[config.mk]
export PLATFORM = sky130hd
export DESIGN_NAME = vec_reg_port_sched_flat
export DESIGN_NICKNAME = d
export VERILOG_FILES = /design/src/rtl/vec_reg_pkg.sv /design/src/rtl/vec_reg_port_sched_if.sv /design/src/rtl/rr_arbiter.sv /design/src/rtl/vec_reg_port_sched.sv /design/src/flat_wrapper.sv
export SDC_FILE = /design/constraint.sdc
export NUM_CORES = 1
export LEC_CHECK = 0
export ABC_CLOCK_PERIOD_IN_PS = 1700
export CAP_MARGIN = 20
export CELL_PAD_IN_SITES_DETAIL_PLACEMENT = 1
export CELL_PAD_IN_SITES_GLOBAL_PLACEMENT = 1
export CORE_MARGIN = 2
export CORE_UTILIZATION = 28
export CTS_CLUSTER_SIZE = 14
export DETAILED_ROUTE_END_ITERATION = 8
export PLACE_DENSITY_LB_ADDON = 0.3
export SETUP_SLACK_MARGIN = 0.15
export SLEW_MARGIN = 10
export SYNTH_ARGS = -nofsm -noshare
export SYNTH_HDL_FRONTEND = slang
export SYNTH_SLANG_ARGS = --single-unit
[constraint.sdc]
create_clock -name clk -period 1.7 [get_ports clk]
set_input_delay 0.17 -clock clk [delete_from_list [all_inputs] [get_ports clk]]
set_output_delay 0.17 -clock clk [all_outputs]
set_load 0.01 [all_outputs]
[src/rtl/vec_reg_pkg.sv]
// Shared definitions for the vector register file and its port scheduler.
// The register file holds VREG_NUM registers of VREG_DATA_W bits and is
// accessed in pairs {reg[a+1], reg[a]} of VREG_PAIR_W bits. The pair index
// wraps, so address 3 pairs with register 0.
package vec_reg_pkg;

  localparam int VREG_NUM    = 4;
  localparam int VREG_ADDR_W = 2;
  localparam int VREG_DATA_W = 32;
  localparam int VREG_PAIR_W = 64;

  typedef logic [VREG_ADDR_W-1:0] vreg_addr_t;
  typedef logic [VREG_PAIR_W-1:0] vreg_pair_t;

endpackage

[src/rtl/vec_reg_port_sched_if.sv]
// Bundle of requester-side handshakes and register-file port signals for
// vec_reg_port_sched.
//   slave  : the scheduler (consumes requests, drives grants/responses and
//            the register-file write/read address ports)
//   master : the environment (requesters plus the register file itself)
// Requester i owns slice i of every packed per-requester field.
interface vec_reg_port_sched_if
  import vec_reg_pkg::*;
#(
  parameter int NUM_REQ = 2
) ();

  logic [NUM_REQ-1:0]             wr_valid;
  logic [VREG_ADDR_W*NUM_REQ-1:0] wr_addr;
  logic [VREG_PAIR_W*NUM_REQ-1:0] wr_data;
  logic [NUM_REQ-1:0]             wr_ready;

  logic [NUM_REQ-1:0]             rd_valid;
  logic [VREG_ADDR_W*NUM_REQ-1:0] rd_addr;
  logic [NUM_REQ-1:0]             rd_ready;
  logic [NUM_REQ-1:0]             rd_resp_valid;
  vreg_pair_t                     rd_resp_data;

  logic                           vr_we;
  vreg_addr_t                     vr_addr_w;
  vreg_pair_t                     vr_wdata;
  vreg_addr_t                     vr_addr_r;
  logic [VREG_DATA_W-1:0]         vr_rdata1;
  logic [VREG_DATA_W-1:0]         vr_rdata2;

  modport slave (
    input  wr_valid, wr_addr, wr_data, rd_valid, rd_addr, vr_rdata1, vr_rdata2,
    output wr_ready, rd_ready, rd_resp_valid, rd_resp_data,
           vr_we, vr_addr_w, vr_wdata, vr_addr_r
  );

  modport master (
    output wr_valid, wr_addr, wr_data, rd_valid, rd_addr, vr_rdata1, vr_rdata2,
    input  wr_ready, rd_ready, rd_resp_valid, rd_resp_data,
           vr_we, vr_addr_w, vr_wdata, vr_addr_r
  );

endinterface

[src/rtl/rr_arbiter.sv]
// Round-robin arbiter.
//   clk   : clock, pointer updates on the rising edge
//   rst   : asynchronous active-low reset, pointer returns to 0
//   req   : per-requester request
//   grant : one-hot combinational grant; the first requester at or after the
//           pointer wins, and the pointer moves past the winner on any grant
// No grant is issued while rst is low.
module rr_arbiter #(
  parameter int N = 2
) (
  input  logic         clk,
  input  logic         rst,
  input  logic [N-1:0] req,
  output logic [N-1:0] grant
);

  localparam int PTR_W = (N > 1) ? $clog2(N) : 1;

  logic [PTR_W-1:0] r_ptr;
  logic [N-1:0]     w_grant;
  logic [PTR_W-1:0] w_win;
  logic [PTR_W:0]   w_sum;
  logic [PTR_W-1:0] w_idx;
  logic             w_found;

  // NOTE: every signal driven here gets a default before the loop, so no
  // path leaves it unassigned and no latch is inferred.
  always_comb begin
    w_grant = '0;
    w_win   = '0;
    w_found = 1'b0;
    w_sum   = '0;
    w_idx   = '0;
    for (int k = 0; k < N; k++) begin
      // Candidate index (r_ptr + k) mod N without a divider.
      w_sum = {1'b0, r_ptr} + (PTR_W+1)'(k);
      if (w_sum >= (PTR_W+1)'(N)) w_sum = w_sum - (PTR_W+1)'(N);
      w_idx = w_sum[PTR_W-1:0];
      if (!w_found && req[w_idx]) begin
        w_grant[w_idx] = 1'b1;
        w_win          = w_idx;
        w_found        = 1'b1;
      end
    end
  end

  assign grant = rst ? w_grant : '0;

  // NOTE: state is updated with non-blocking assignments so every flop
  // samples pre-edge values regardless of block evaluation order.
  always_ff @(posedge clk or negedge rst) begin
    if (!rst) begin
      r_ptr <= '0;
    end else if (|grant) begin
      r_ptr <= (w_win == PTR_W'(N-1)) ? '0 : w_win + PTR_W'(1);
    end
  end

endmodule

[src/rtl/vec_reg_port_sched.sv]
// Round-robin port scheduler sharing the 4x32 vector register file between
// NUM_REQ requesters.
//   clk : clock, all state on the rising edge
//   rst : asynchronous active-low reset
//   bus : requester handshakes and register-file ports (slave modport)
// Writes: the granted command is registered onto vr_we/vr_addr_w/vr_wdata;
// the register file commits it on the next falling edge.
// Reads: the granted address is registered onto vr_addr_r, the register file
// data is captured one cycle later, and the response strobe is one-hot for
// the original requester (latency 2, no backpressure). Because the register
// file writes mid-cycle, a read granted with or after a write sees its data.
module vec_reg_port_sched
  import vec_reg_pkg::*;
#(
  parameter int NUM_REQ  = 2,
  parameter int REQ_ID_W = $clog2(NUM_REQ)
) (
  input logic                  clk,
  input logic                  rst,
  vec_reg_port_sched_if.slave  bus
);

  logic [NUM_REQ-1:0]  w_wr_grant;
  logic [NUM_REQ-1:0]  w_rd_grant;
  vreg_addr_t          w_wr_addr;
  vreg_pair_t          w_wr_data;
  vreg_addr_t          w_rd_addr;
  logic [REQ_ID_W-1:0] w_rd_id;

  logic                r_vr_we;
  vreg_addr_t          r_vr_addr_w;
  vreg_pair_t          r_vr_wdata;
  vreg_addr_t          r_vr_addr_r;
  logic                r_s1_valid;
  logic [REQ_ID_W-1:0] r_s1_id;
  logic [NUM_REQ-1:0]  r_resp_valid;
  vreg_pair_t          r_resp_data;

  rr_arbiter #(.N(NUM_REQ)) u_wr_arb (
    .clk   (clk),
    .rst   (rst),
    .req   (bus.wr_valid),
    .grant (w_wr_grant)
  );

  rr_arbiter #(.N(NUM_REQ)) u_rd_arb (
    .clk   (clk),
    .rst   (rst),
    .req   (bus.rd_valid),
    .grant (w_rd_grant)
  );

  // One-hot grants turn the field selection into a simple AND-OR mux.
  always_comb begin
    w_wr_addr = '0;
    w_wr_data = '0;
    w_rd_addr = '0;
    w_rd_id   = '0;
    for (int i = 0; i < NUM_REQ; i++) begin
      if (w_wr_grant[i]) begin
        w_wr_addr = bus.wr_addr[VREG_ADDR_W*i +: VREG_ADDR_W];
        w_wr_data = bus.wr_data[VREG_PAIR_W*i +: VREG_PAIR_W];
      end
      if (w_rd_grant[i]) begin
        w_rd_addr = bus.rd_addr[VREG_ADDR_W*i +: VREG_ADDR_W];
        w_rd_id   = REQ_ID_W'(i);
      end
    end
  end

  always_ff @(posedge clk or negedge rst) begin
    if (!rst) begin
      r_vr_we      <= 1'b0;
      r_vr_addr_w  <= '0;
      r_vr_wdata   <= '0;
      r_vr_addr_r  <= '0;
      r_s1_valid   <= 1'b0;
      r_s1_id      <= '0;
      r_resp_valid <= '0;
      r_resp_data  <= '0;
    end else begin
      // Write stage: write enable pulses for one cycle per grant.
      r_vr_we <= |w_wr_grant;
      if (|w_wr_grant) begin
        r_vr_addr_w <= w_wr_addr;
        r_vr_wdata  <= w_wr_data;
      end

      // Read stage 1: present the address to the register file.
      if (|w_rd_grant) r_vr_addr_r <= w_rd_addr;
      r_s1_valid <= |w_rd_grant;
      r_s1_id    <= w_rd_id;

      // Read stage 2: capture the pair; data holds between responses.
      r_resp_valid <= r_s1_valid ? (NUM_REQ'(1) << r_s1_id) : '0;
      if (r_s1_valid) r_resp_data <= {bus.vr_rdata2, bus.vr_rdata1};
    end
  end

  assign bus.wr_ready      = w_wr_grant;
  assign bus.rd_ready      = w_rd_grant;
  assign bus.rd_resp_valid = r_resp_valid;
  assign bus.rd_resp_data  = r_resp_data;
  assign bus.vr_we         = r_vr_we;
  assign bus.vr_addr_w     = r_vr_addr_w;
  assign bus.vr_wdata      = r_vr_wdata;
  assign bus.vr_addr_r     = r_vr_addr_r;

endmodule

[src/flat_wrapper.sv]
// flat-port wrapper written by rule: the top's interface ports become plain ports
module vec_reg_port_sched_flat import vec_reg_pkg::*;
#(
  parameter int NUM_REQ  = 2,
  parameter int REQ_ID_W = $clog2(NUM_REQ)
)
  (clk, rst, bus_wr_valid, bus_wr_addr, bus_wr_data, bus_rd_valid, bus_rd_addr, bus_vr_rdata1, bus_vr_rdata2, bus_wr_ready, bus_rd_ready, bus_rd_resp_valid, bus_rd_resp_data, bus_vr_we, bus_vr_addr_w, bus_vr_wdata, bus_vr_addr_r);
  vec_reg_port_sched_if #(.NUM_REQ(NUM_REQ)) bus_i ();
  input logic clk;
  input logic rst;
  input wire logic [$bits(bus_i.wr_valid)-1:0] bus_wr_valid;
  input wire logic [$bits(bus_i.wr_addr)-1:0] bus_wr_addr;
  input wire logic [$bits(bus_i.wr_data)-1:0] bus_wr_data;
  input wire logic [$bits(bus_i.rd_valid)-1:0] bus_rd_valid;
  input wire logic [$bits(bus_i.rd_addr)-1:0] bus_rd_addr;
  input wire logic [$bits(bus_i.vr_rdata1)-1:0] bus_vr_rdata1;
  input wire logic [$bits(bus_i.vr_rdata2)-1:0] bus_vr_rdata2;
  output wire logic [$bits(bus_i.wr_ready)-1:0] bus_wr_ready;
  output wire logic [$bits(bus_i.rd_ready)-1:0] bus_rd_ready;
  output wire logic [$bits(bus_i.rd_resp_valid)-1:0] bus_rd_resp_valid;
  output wire logic [$bits(bus_i.rd_resp_data)-1:0] bus_rd_resp_data;
  output wire logic [$bits(bus_i.vr_we)-1:0] bus_vr_we;
  output wire logic [$bits(bus_i.vr_addr_w)-1:0] bus_vr_addr_w;
  output wire logic [$bits(bus_i.vr_wdata)-1:0] bus_vr_wdata;
  output wire logic [$bits(bus_i.vr_addr_r)-1:0] bus_vr_addr_r;
  assign bus_i.wr_valid = bus_wr_valid;
  assign bus_i.wr_addr = bus_wr_addr;
  assign bus_i.wr_data = bus_wr_data;
  assign bus_i.rd_valid = bus_rd_valid;
  assign bus_i.rd_addr = bus_rd_addr;
  assign bus_i.vr_rdata1 = bus_vr_rdata1;
  assign bus_i.vr_rdata2 = bus_vr_rdata2;
  assign bus_wr_ready = bus_i.wr_ready;
  assign bus_rd_ready = bus_i.rd_ready;
  assign bus_rd_resp_valid = bus_i.rd_resp_valid;
  assign bus_rd_resp_data = bus_i.rd_resp_data;
  assign bus_vr_we = bus_i.vr_we;
  assign bus_vr_addr_w = bus_i.vr_addr_w;
  assign bus_vr_wdata = bus_i.vr_wdata;
  assign bus_vr_addr_r = bus_i.vr_addr_r;
  vec_reg_port_sched #(.NUM_REQ(NUM_REQ), .REQ_ID_W(REQ_ID_W)) u_core (.clk(clk), .rst(rst), .bus(bus_i));
endmodule
* After elaboration in Yosys (flattened, before gate mapping) *
Index checks and enable logic that the tools add are counted.

storage, ports and cells
  bits of input ports = 206
  register bits = 139
  bits in read-only memories = 0
  output and inout bits = 139
  memories kept = 0
  latch bits = 0
  RAM bits = 0

cells by class
  add/subtract/negate cells = 8
  reductions and logical operators = 10
  order comparisons = 12
  shift-type cells = 1
  eq/ne operators = 0
  div/mod/pow operators = 0
  bitwise logic cells = 2
  $mul = 0
  muxes and demuxes = 42

operators by type and width
  cell                 count
  $mux 64              2
  $mux 1               25
  $mux 2               11
  $lt 1x2->1 const B   4
  $logic_and 1x1->1    6
  $add 1x1->2 const B  2
  $demux 1 s1          4
  $ge 1x1->1 const B   4
  $ge 1x2->1 const B   2
  $ge 2x2->1 const B   2
  $or 2x2->2           2
  $reduce_or 2->1      2
  $sub 1x1->1 const B  4
  $add 1x1->1 const B  2
  $logic_not 1->1      2
  $shl 1x1->2 const A  1

* Depth between registers and ports, before layout *
Gate-level depths: netlist of run 1.

  depth after elaboration = 12
  mapped depth = 6

* Modules after synthesis *
Synthesis of run 1 repeated with hierarchy kept, for this count alone.

second synthesis, totals
  cells, all modules = 454
  area, all modules = 5788.1 µm²

modules (own cells, without submodules)
  module              cells an instance  seq. area each (µm²)  times used  area each (µm²)
  vec_reg_port_sched  438                3428.3                1           5665.4
  rr_arbiter          8                  25.0                  2           61.3

* Worst setup path before layout of run 1 *
Ideal clock, no wire load.

  kind = flip-flop to flip-flop
  start = register (tool-made name)
  end = register u_core.r_vr_wdata[18] (netlist: u_core.bus.vr_wdata[18])
  required time = 1574 ps
  setup slack = 469 ps
  clock period less this slack = 1231 ps
  arrival time = 1105 ps
  cell stages (with the launch flop) = 6
  cell sequence = dfrtp_1 inv_1 a21oi_2 buf_4 buf_4 a221o_1

RTL lines
  element               line                      source
  end signal, assigned  vec_reg_port_sched.sv:86  r_vr_wdata <= w_wr_data;
  end, declared         vec_reg_port_sched.sv:32  vreg_pair_t r_vr_wdata;

==> summary.log, run 1 <==
qor: synthesis.synth.ff_latch_count 139
qor: synthesis.ys_seq_area_share 61.90%
qor: setup_path.critical_path.max_stage_delay 0.40 ns
qor: setup_path.crit_path_top_delay_cell sky130_fd_sc_hd__dfrtp_1
qor: grt.global_route.usage.met1 21.73%
qor: synthesis.postSynthAreaPerCell 14.41 um2
qor: grt.grt_max_degree 102
qor: clocking.cts_inserted_buffers 17
qor: synthesis.synthesis.area 5619 um2
qor: clocking.clock_transition_at_the_registers_of_the_reported_paths 0.06 ns
qor: timing.rsz0062_at_grt true
qor: routing.drt.antenna.violating_nets 0
qor: run_status.run_status complete, no violations
qor: setup_path.timing.critical_path.cells nand2b_1, and3_1, buf_2
qor: pwr.leakage 4.291 nW
qor: grt.grt_util_met2 32.64%
qor: routing.routed_wl 19940 um
qor: timing.max_slew_margin_vs_limit 47.26%
qor: layout.layout_commonest_cell sky130_fd_sc_hd__clkdlybuf4s50_1
qor: timing.setup-violations-final 0
qor: layout.flow.area_growth_from_synthesis 78.98%
qor: timing.period_minus_slack 1.523 ns
qor: floorplanning.core_ar 19590 um2
qor: timing.finalHoldViolCount 0
qor: floorplanning.overall_die_area 21220 um2
qor: routing.route.detailed.drc 0
qor: layout.insertedDiodeCount 0
qor: pwr.fin_total_pwr 10.37 mW
qor: layout.fraction_of_layout_cells_with_a_size_suffix_above_1 11.38%
qor: synthesis.synth_fa_ha_area_share 0%
qor: timing.worst_pin_slew 0.7886 ns
qor: synthesis.post_synth_num_cell_types 25
qor: grt.initial_antenna_violation_count 0
qor: setup_path.worstSetupPathType register to output port
qor: synthesis.synth_top_family_by_area compound AO/OA/AOI/OAI gates
qor: clocking.cts_setup_buffers 0
qor: grt.first_global_vias 5369
qor: clocking.cts_tree yes
qor: floorplanning.io_pins 345
qor: setup_path.critical_path_peak_fanout 4
qor: synthesis.postSynthNetCount 596
qor: synthesis.synth_simple_gate_area_share 8.395%
qor: setup_path.worstPathArrival 1.35 ns
qor: routing.drt-vias-per-instance 4.646
qor: clocking.cts_buffer_depth 2
qor: place.gpl.final_weighted_congestion 0.8084
qor: synthesis.gate_count_after_technology_mapping 390
qor: routing.routed_wire_length_per_instance 19.52 um
qor: pwr.ir_drop 0.5605 mV
qor: floorplanning.start_util 28.68%
qor: place.detailed_place_hpwl 14890 um
qor: grt.first_pass_grt_wire_length 31020 um
qor: timing.period_share 89.57%
qor: min_path.min-delay-path-class input port to register
qor: routing.first_pass_iters 4
qor: place.port-buffer-count 344
qor: layout.nNetsFinal 950
qor: grt.groute.usage.overall 18.77%
qor: setup_path.crit_path_end_kind output port
qor: synthesis.synth-compound-area-share 13.18%
qor: clocking.cell_at_the_root_of_the_clock_tree sky130_fd_sc_hd__clkbuf_16
qor: layout.post-route-util 51.34%
qor: clocking.h-tree-depth 4
qor: timing.timing.clock.skew 0.009335 ns
qor: place.pre_cts_ws -0.1727 ns
qor: synthesis.yosysTopAreaCellShare 61.90%
qor: timing.final_max_slew_viol_count 0
qor: synthesis.yosys.area.top_type sky130_fd_sc_hd__dfrtp_1
qor: grt.global_route.peak_usage_layer met2
qor: grt.globalRouteOverflowTotal 0
qor: floorplanning.placementRows 51
qor: synthesis.synth-xor-area-share 0%
qor: synthesis.ys.warnings.count 0
qor: setup_path.worstPathRequired 1.53 ns
qor: flow_run.max-cap-violations 0
qor: timing.max_freq 656.7 MHz
qor: layout.layout.cells.most_common_list sky130_fd_sc_hd__clkdlybuf4s50_1, sky130_fd_sc_hd__dfrtp_1, sky130_fd_sc_hd__a221o_1
qor: floorplanning.die_h 145.7 um
qor: setup_path.cp-start-kind register
qor: synthesis.yosys-mux-area-fraction 12.83%
qor: pwr.power.density_cell_area 1031 nW/um2
qor: routing.drt_first_iter_violations 149
qor: synthesis.top_post_synthesis_cells_by_area sky130_fd_sc_hd__dfrtp_1, sky130_fd_sc_hd__a221o_1, sky130_fd_sc_hd__mux2_1, sky130_fd_sc_hd__and2_0, sky130_fd_sc_hd__mux2_2
qor: timing.worst_hold_slack 0.09595 ns
qor: floorplanning.die_width 145.7 um
qor: clocking.clk-insertion-delay-late 0.42 ns
qor: clocking.cts.sinks 139
qor: routing.route.vias.total 4744
qor: grt.met3_usage 5.329%
qor: timing.final.setup.worst_slack 0.1773 ns
==> Yosys cell counts, drive strengths merged <==
library cell,instances
inv,3
o21ai,2
mux2,64
dfrtp,139
and3,1
nand4,1
a21oi,4
and2,67
nand2,4
a31oi,2
nand2b,1
o21a,1
nor2,1
buf,27
clkbuf,3
a31o,1
nor2b,2
a221o,67
==> power breakdown <==
part	internal (mW)	switching [mW]	total, mW
Clock	2.21	1.49	3.70
Combinational	1.64	0.982	2.62
Sequential	3.79	0.261	4.05
Total	7.64	2.73	10.4
==> what timing repair did <==
action                                  in CTS  in global routing
resized for setup                           16                 20
gates cloned                                 0                  0
hold buffers                                 3                  0
endpoints found under the setup margin      72                 25
hold endpoints to repair                   139                  0
==> metal layers <==
| layer | up-vias | routed length (um) |
|---|---|---|
| met2 | 230 | 10130 |
| met3 | 31 | 1311 |
| met5 | - | 0 |
| met4 | 0 | 467 |
| met1 | 2322 | 8030 |
| li1 | 2161 | - |
==> final timing paths <==
| check | from | end | slack, ns | depth (start not counted) |
|---|---|---|---|---|
| min in group asynchronous | rst | async pin | 0.35 | 3 |
| worst min register to register | u_core.r_s1_id | u_core.bus.rd_resp_valid[0] | 0.44 | 1 |
| worst max-delay path | register | bus_rd_ready[1] | 0.18 | 3 |
| max in group asynchronous | rst | u_core.bus.rd_resp_data[8] | 0.67 | 3 |
| worst max register to register | register | u_core.bus.vr_wdata[29] | 0.28 | 3 |
| worst min-delay path | rst | register | 0.1 | 3 |
==> cells by family (layout without fill, tap and decap cells) <==
kind of cell,count (synthesis),in the layout
and+or+nand+nor,77,77
AOI/OAI and AO/OA,77,77
muxes,64,64
buffers and inverters,33,399
DFF,139,139
==> registers in the layout, summed over array words and instances (netlist names), named ones only <==
signal and cells:
u_core.bus.rd_resp_valid 2, u_core.bus.vr_addr_w 2, u_core.r_s1_valid 1, u_core.bus.vr_we 1, u_core.bus.rd_resp_data 64, u_core.bus.vr_wdata 64, u_core.r_s1_id 1, u_core.bus.vr_addr_r 2
==> metrics by stage <==
step | TNS, ns | std cells | area (um2)
2_1_floorplan | 0 | 390 | 5619
3_3_place_gp | -8.453 | 986 | 9388
3_5_place_dp | -9.875 | 986 | 9388
4_1_cts | 0 | 1020 | 9995
5_1_grt | 0 | 1021 | 10060
6_report | 0 | 1021 | 10060
==> layout make-up <==
type	count	area, um2
fillers	2030	9533
repair buffers	365	3696
flip-flops and latches	139	3481
multi-input cells	218	1956
clock buffers	18	439.2
well taps	265	331.6
clock inverters	13	142.6
inverters	3	11.26
==> critical path, delay by kind of cell (launching register included) <==
family        cells  cell delay, ns
simple gates      2            0.38
flops             1            0.40
buf+inv           1            0.16
Power figures use the tool's default switching activity.
==> run 2, diff against run 1 <==
Settings changed: CTS_CLUSTER_SIZE 14 to default, SETUP_SLACK_MARGIN 0.15 to default.
==> summary.log, run 2 (synthesis results as in run 1) <==
qor: run_status.run_status complete, no violations [unchanged]
qor: layout.final_cells 1018 [was 1021]
qor: setup_path.worst-r2r-setup-slack 0.25 ns [was 0.28 ns]
qor: setup_path.worstPathRequired 1.53 ns [about the same]
qor: setup_path.crit_path_top_delay_cell sky130_fd_sc_hd__dlygate4sd3_1 [was sky130_fd_sc_hd__dfrtp_1]
qor: pwr.fin_total_pwr 10.38 mW [was 10.37 mW]
qor: place.dpl_cell_area 9388 um2 [unchanged]
qor: clocking.cts_tree yes [unchanged]
qor: timing.period_minus_slack 1.638 ns [was 1.523 ns]
qor: routing.drt-vias-per-instance 4.678 [was 4.646]
qor: floorplanning.placementRows 51 [unchanged]
qor: timing.tns 0 ns [unchanged]
qor: routing.route.detailed.drc 0 [unchanged]
qor: clocking.clk-insertion-delay-late 0.41 ns [was 0.42 ns]
qor: floorplanning.start_util 28.68% [unchanged]
qor: setup_path.cp_top_family buffers and inverters [was flip-flops]
qor: min_path.holdCritStartpoint bus_vr_rdata2[20] [was rst]
qor: clocking.h-tree-depth 4 [unchanged]
qor: layout.layout.cells.most_common_list sky130_fd_sc_hd__clkdlybuf4s50_1, sky130_fd_sc_hd__dfrtp_1, sky130_fd_sc_hd__a221o_1 [unchanged]
qor: routing.drt_first_iter_violations 131 [was 149]
qor: setup_path.critical_path.max_stage_delay 0.56 ns [was 0.40 ns]
qor: timing.max_slew_margin_vs_limit 59.85% [was 47.26%]
qor: routing.first_pass_iters 4 [unchanged]
qor: pwr.int_pwr 7.651 mW [was 7.637 mW]
qor: timing.timing.clock.skew 0.008404 ns [was 0.009335 ns]
qor: floorplanning.overall_die_area 21220 um2 [unchanged]
qor: floorplanning.die_h 145.7 um [unchanged]
qor: floorplanning.io_pins 345 [unchanged]
qor: clocking.cts_inserted_buffers 17 [unchanged]
qor: pwr.switching_power 2.728 mW [was 2.731 mW]
qor: clocking.cts.sinks 139 [unchanged]
qor: layout.final_cell_area 9976 um2 [was 10060 um2]
qor: setup_path.critPathLaunch rst
qor: floorplanning.die_width 145.7 um [unchanged]
qor: setup_path.worstPathArrival 1.47 ns [was 1.35 ns]
qor: clocking.cell_at_the_root_of_the_clock_tree sky130_fd_sc_hd__clkbuf_16 [unchanged]
qor: pwr.power_switching_share 26.28% [was 26.34%]
qor: timing.max_freq 610.7 MHz [was 656.7 MHz]
qor: timing.period_share 96.33% [was 89.57%]
qor: layout.fraction_of_layout_cells_with_a_size_suffix_above_1 11.02% [was 11.38%]
qor: layout.post-route-util 50.92% [was 51.34%]
qor: timing.rsz0062_at_grt false [was true]
qor: grt.globalRouteOverflowTotal 0 [unchanged]
qor: layout.final-seq-area 3480 um2 [was 3481 um2]
qor: timing.final_max_slew_viol_count 0 [unchanged]
qor: timing.worst_pin_slew 0.6022 ns [was 0.7886 ns]
qor: min_path.min-delay-path-class input port to register [unchanged]
qor: grt.first_global_vias 5355 [was 5369]
qor: timing.setup-violations-final 0 [unchanged]
qor: routing.routed_wl 19910 um [was 19940 um]
qor: clocking.clock_transition_at_the_registers_of_the_reported_paths 0.06 ns [about the same]
qor: routing.drt.antenna.violating_nets 0 [unchanged]
qor: place.pre_cts_ws -0.1727 ns [unchanged]
qor: clocking.cts_buffer_depth 2 [unchanged]
qor: timing.final.setup.worst_slack 0.06241 ns [was 0.1773 ns]
qor: grt.initial_antenna_violation_count 0 [unchanged]
qor: routing.route.vias.total 4762 [was 4744]
qor: place.gpl.final_weighted_congestion 0.8084 [unchanged]
qor: place.detailed_place_hpwl 14890 um [unchanged]
qor: timing.worst_hold_slack 0.3539 ns [was 0.09595 ns]
qor: layout.nNetsFinal 947 [was 950]
qor: setup_path.crit_path_buf_inv_count 3 [was 1]
qor: setup_path.critical_path_peak_fanout 8 [was 4]
qor: grt.grt_max_degree 102 [unchanged]
qor: routing.routed_wire_length_per_instance 19.56 um [was 19.52 um]
qor: setup_path.worstSetupPathType input port to output port [was register to output port]
qor: layout.layout_commonest_cell sky130_fd_sc_hd__clkdlybuf4s50_1 [unchanged]
qor: layout.flow.area_growth_from_synthesis 77.53% [was 78.98%]
qor: floorplanning.core_ar 19590 um2 [unchanged]
qor: layout.combined_area_of_the_multi_input_logic_cells 1956 um2 [unchanged]
qor: pwr.power.density_cell_area 1040 nW/um2 [was 1031 nW/um2]
qor: timing.finalHoldViolCount 0 [unchanged]
qor: pwr.seq_power_share 39.0% [was 39.1%]
qor: flow_run.max-cap-violations 0 [unchanged]
qor: place.port-buffer-count 344 [unchanged]
qor: place.dp.cells 986 [unchanged]
qor: pwr.ir_drop 0.5598 mV [was 0.5605 mV]
qor: setup_path.cp-start-kind input port [was register]
qor: setup_path.timing.critical_path.cells dlygate4sd3_1, buf_6, nand2_1, a21oi_4, clkdlybuf4s15_1 [was nand2b_1, and3_1, buf_2]
qor: layout.insertedDiodeCount 0 [unchanged]
qor: grt.first_pass_grt_wire_length 30880 um [was 31020 um]
qor: pwr.leakage 4.074 nW [was 4.291 nW]
qor: pwr.clock_network_power_share 35.5% [was 35.6%]
qor: pwr.combinationalPowerShare 25.4% [was 25.3%]
qor: grt.groute.usage.overall 18.68% [was 18.77%]
qor: setup_path.crit_path_end_kind output port [unchanged]
qor: layout.n_fill_cell 2030 [unchanged]
==> run 2: cell types whose count changed in the layout (fill, tap and decap cells not counted), sizes merged <==
cell,previous run,this run
clkdlybuf4s15,2,1
buf,21,18
clkbuf,18,20
dlymetal6s2s,18,0
clkdlybuf4s50,319,339
dlygate4sd3,3,1
dlygate4sd2,2,1
==> run 2: path summary, 6_finish.rpt <==
| kind | cells after the start | endpoint |
|---|---|---|
| max reg2reg | 4 | u_core.bus.vr_wdata[29] |
| max | 5 | bus_wr_ready[1] |
| min reg2reg | 1 | u_core.bus.rd_resp_valid[0] |
| min in group asynchronous | 3 | u_core.bus.rd_resp_data[10] |
| max in group asynchronous | 3 | u_core.bus.vr_wdata[51] |
| min | 2 | u_core.bus.rd_resp_data[52] |
==> run 2: cell type report <==
cell class	count	area share, %
timing repair buffer	362	36.25
clock buffer	18	4.402
sequential	139	34.88
multi-input combinational	218	19.60
tap	265	3.324
clock inverter	13	1.430
inverter	3	0.1129
==> run 2: repair_timing <==
item	in CTS	in global routing
resized for setup	5	6
buffers inserted	0	0
endpoints found under the setup margin	4	69
hold buffers	1	0
endpoints found under the hold margin	139	0
==> run 2: per-layer routing <==
| layer | part of all wire, % | routed length (um) | GRT usage (%) |
|---|---|---|---|
| met1 | 40 | 7961 | 21.59 |
| met2 | 51 | 10100 | 32.52 |
| met3 | 6.7 | 1334 | 5.266 |
| met4 | 2.6 | 516 | 7.745 |
| met5 | 0 | 0 | 0 |
==> run 2: power by group through the flow <==
stage	Sequential (mW)	Clock, mW	Combinational, mW
2_1_floorplan	4.29	0	0.682
3_3_place_gp	4.08	0	2.60
3_5_place_dp	4.11	0	2.66
4_1_cts	4.06	3.79	2.68
5_1_grt	4.11	3.96	2.80
6_report	4.05	3.69	2.64
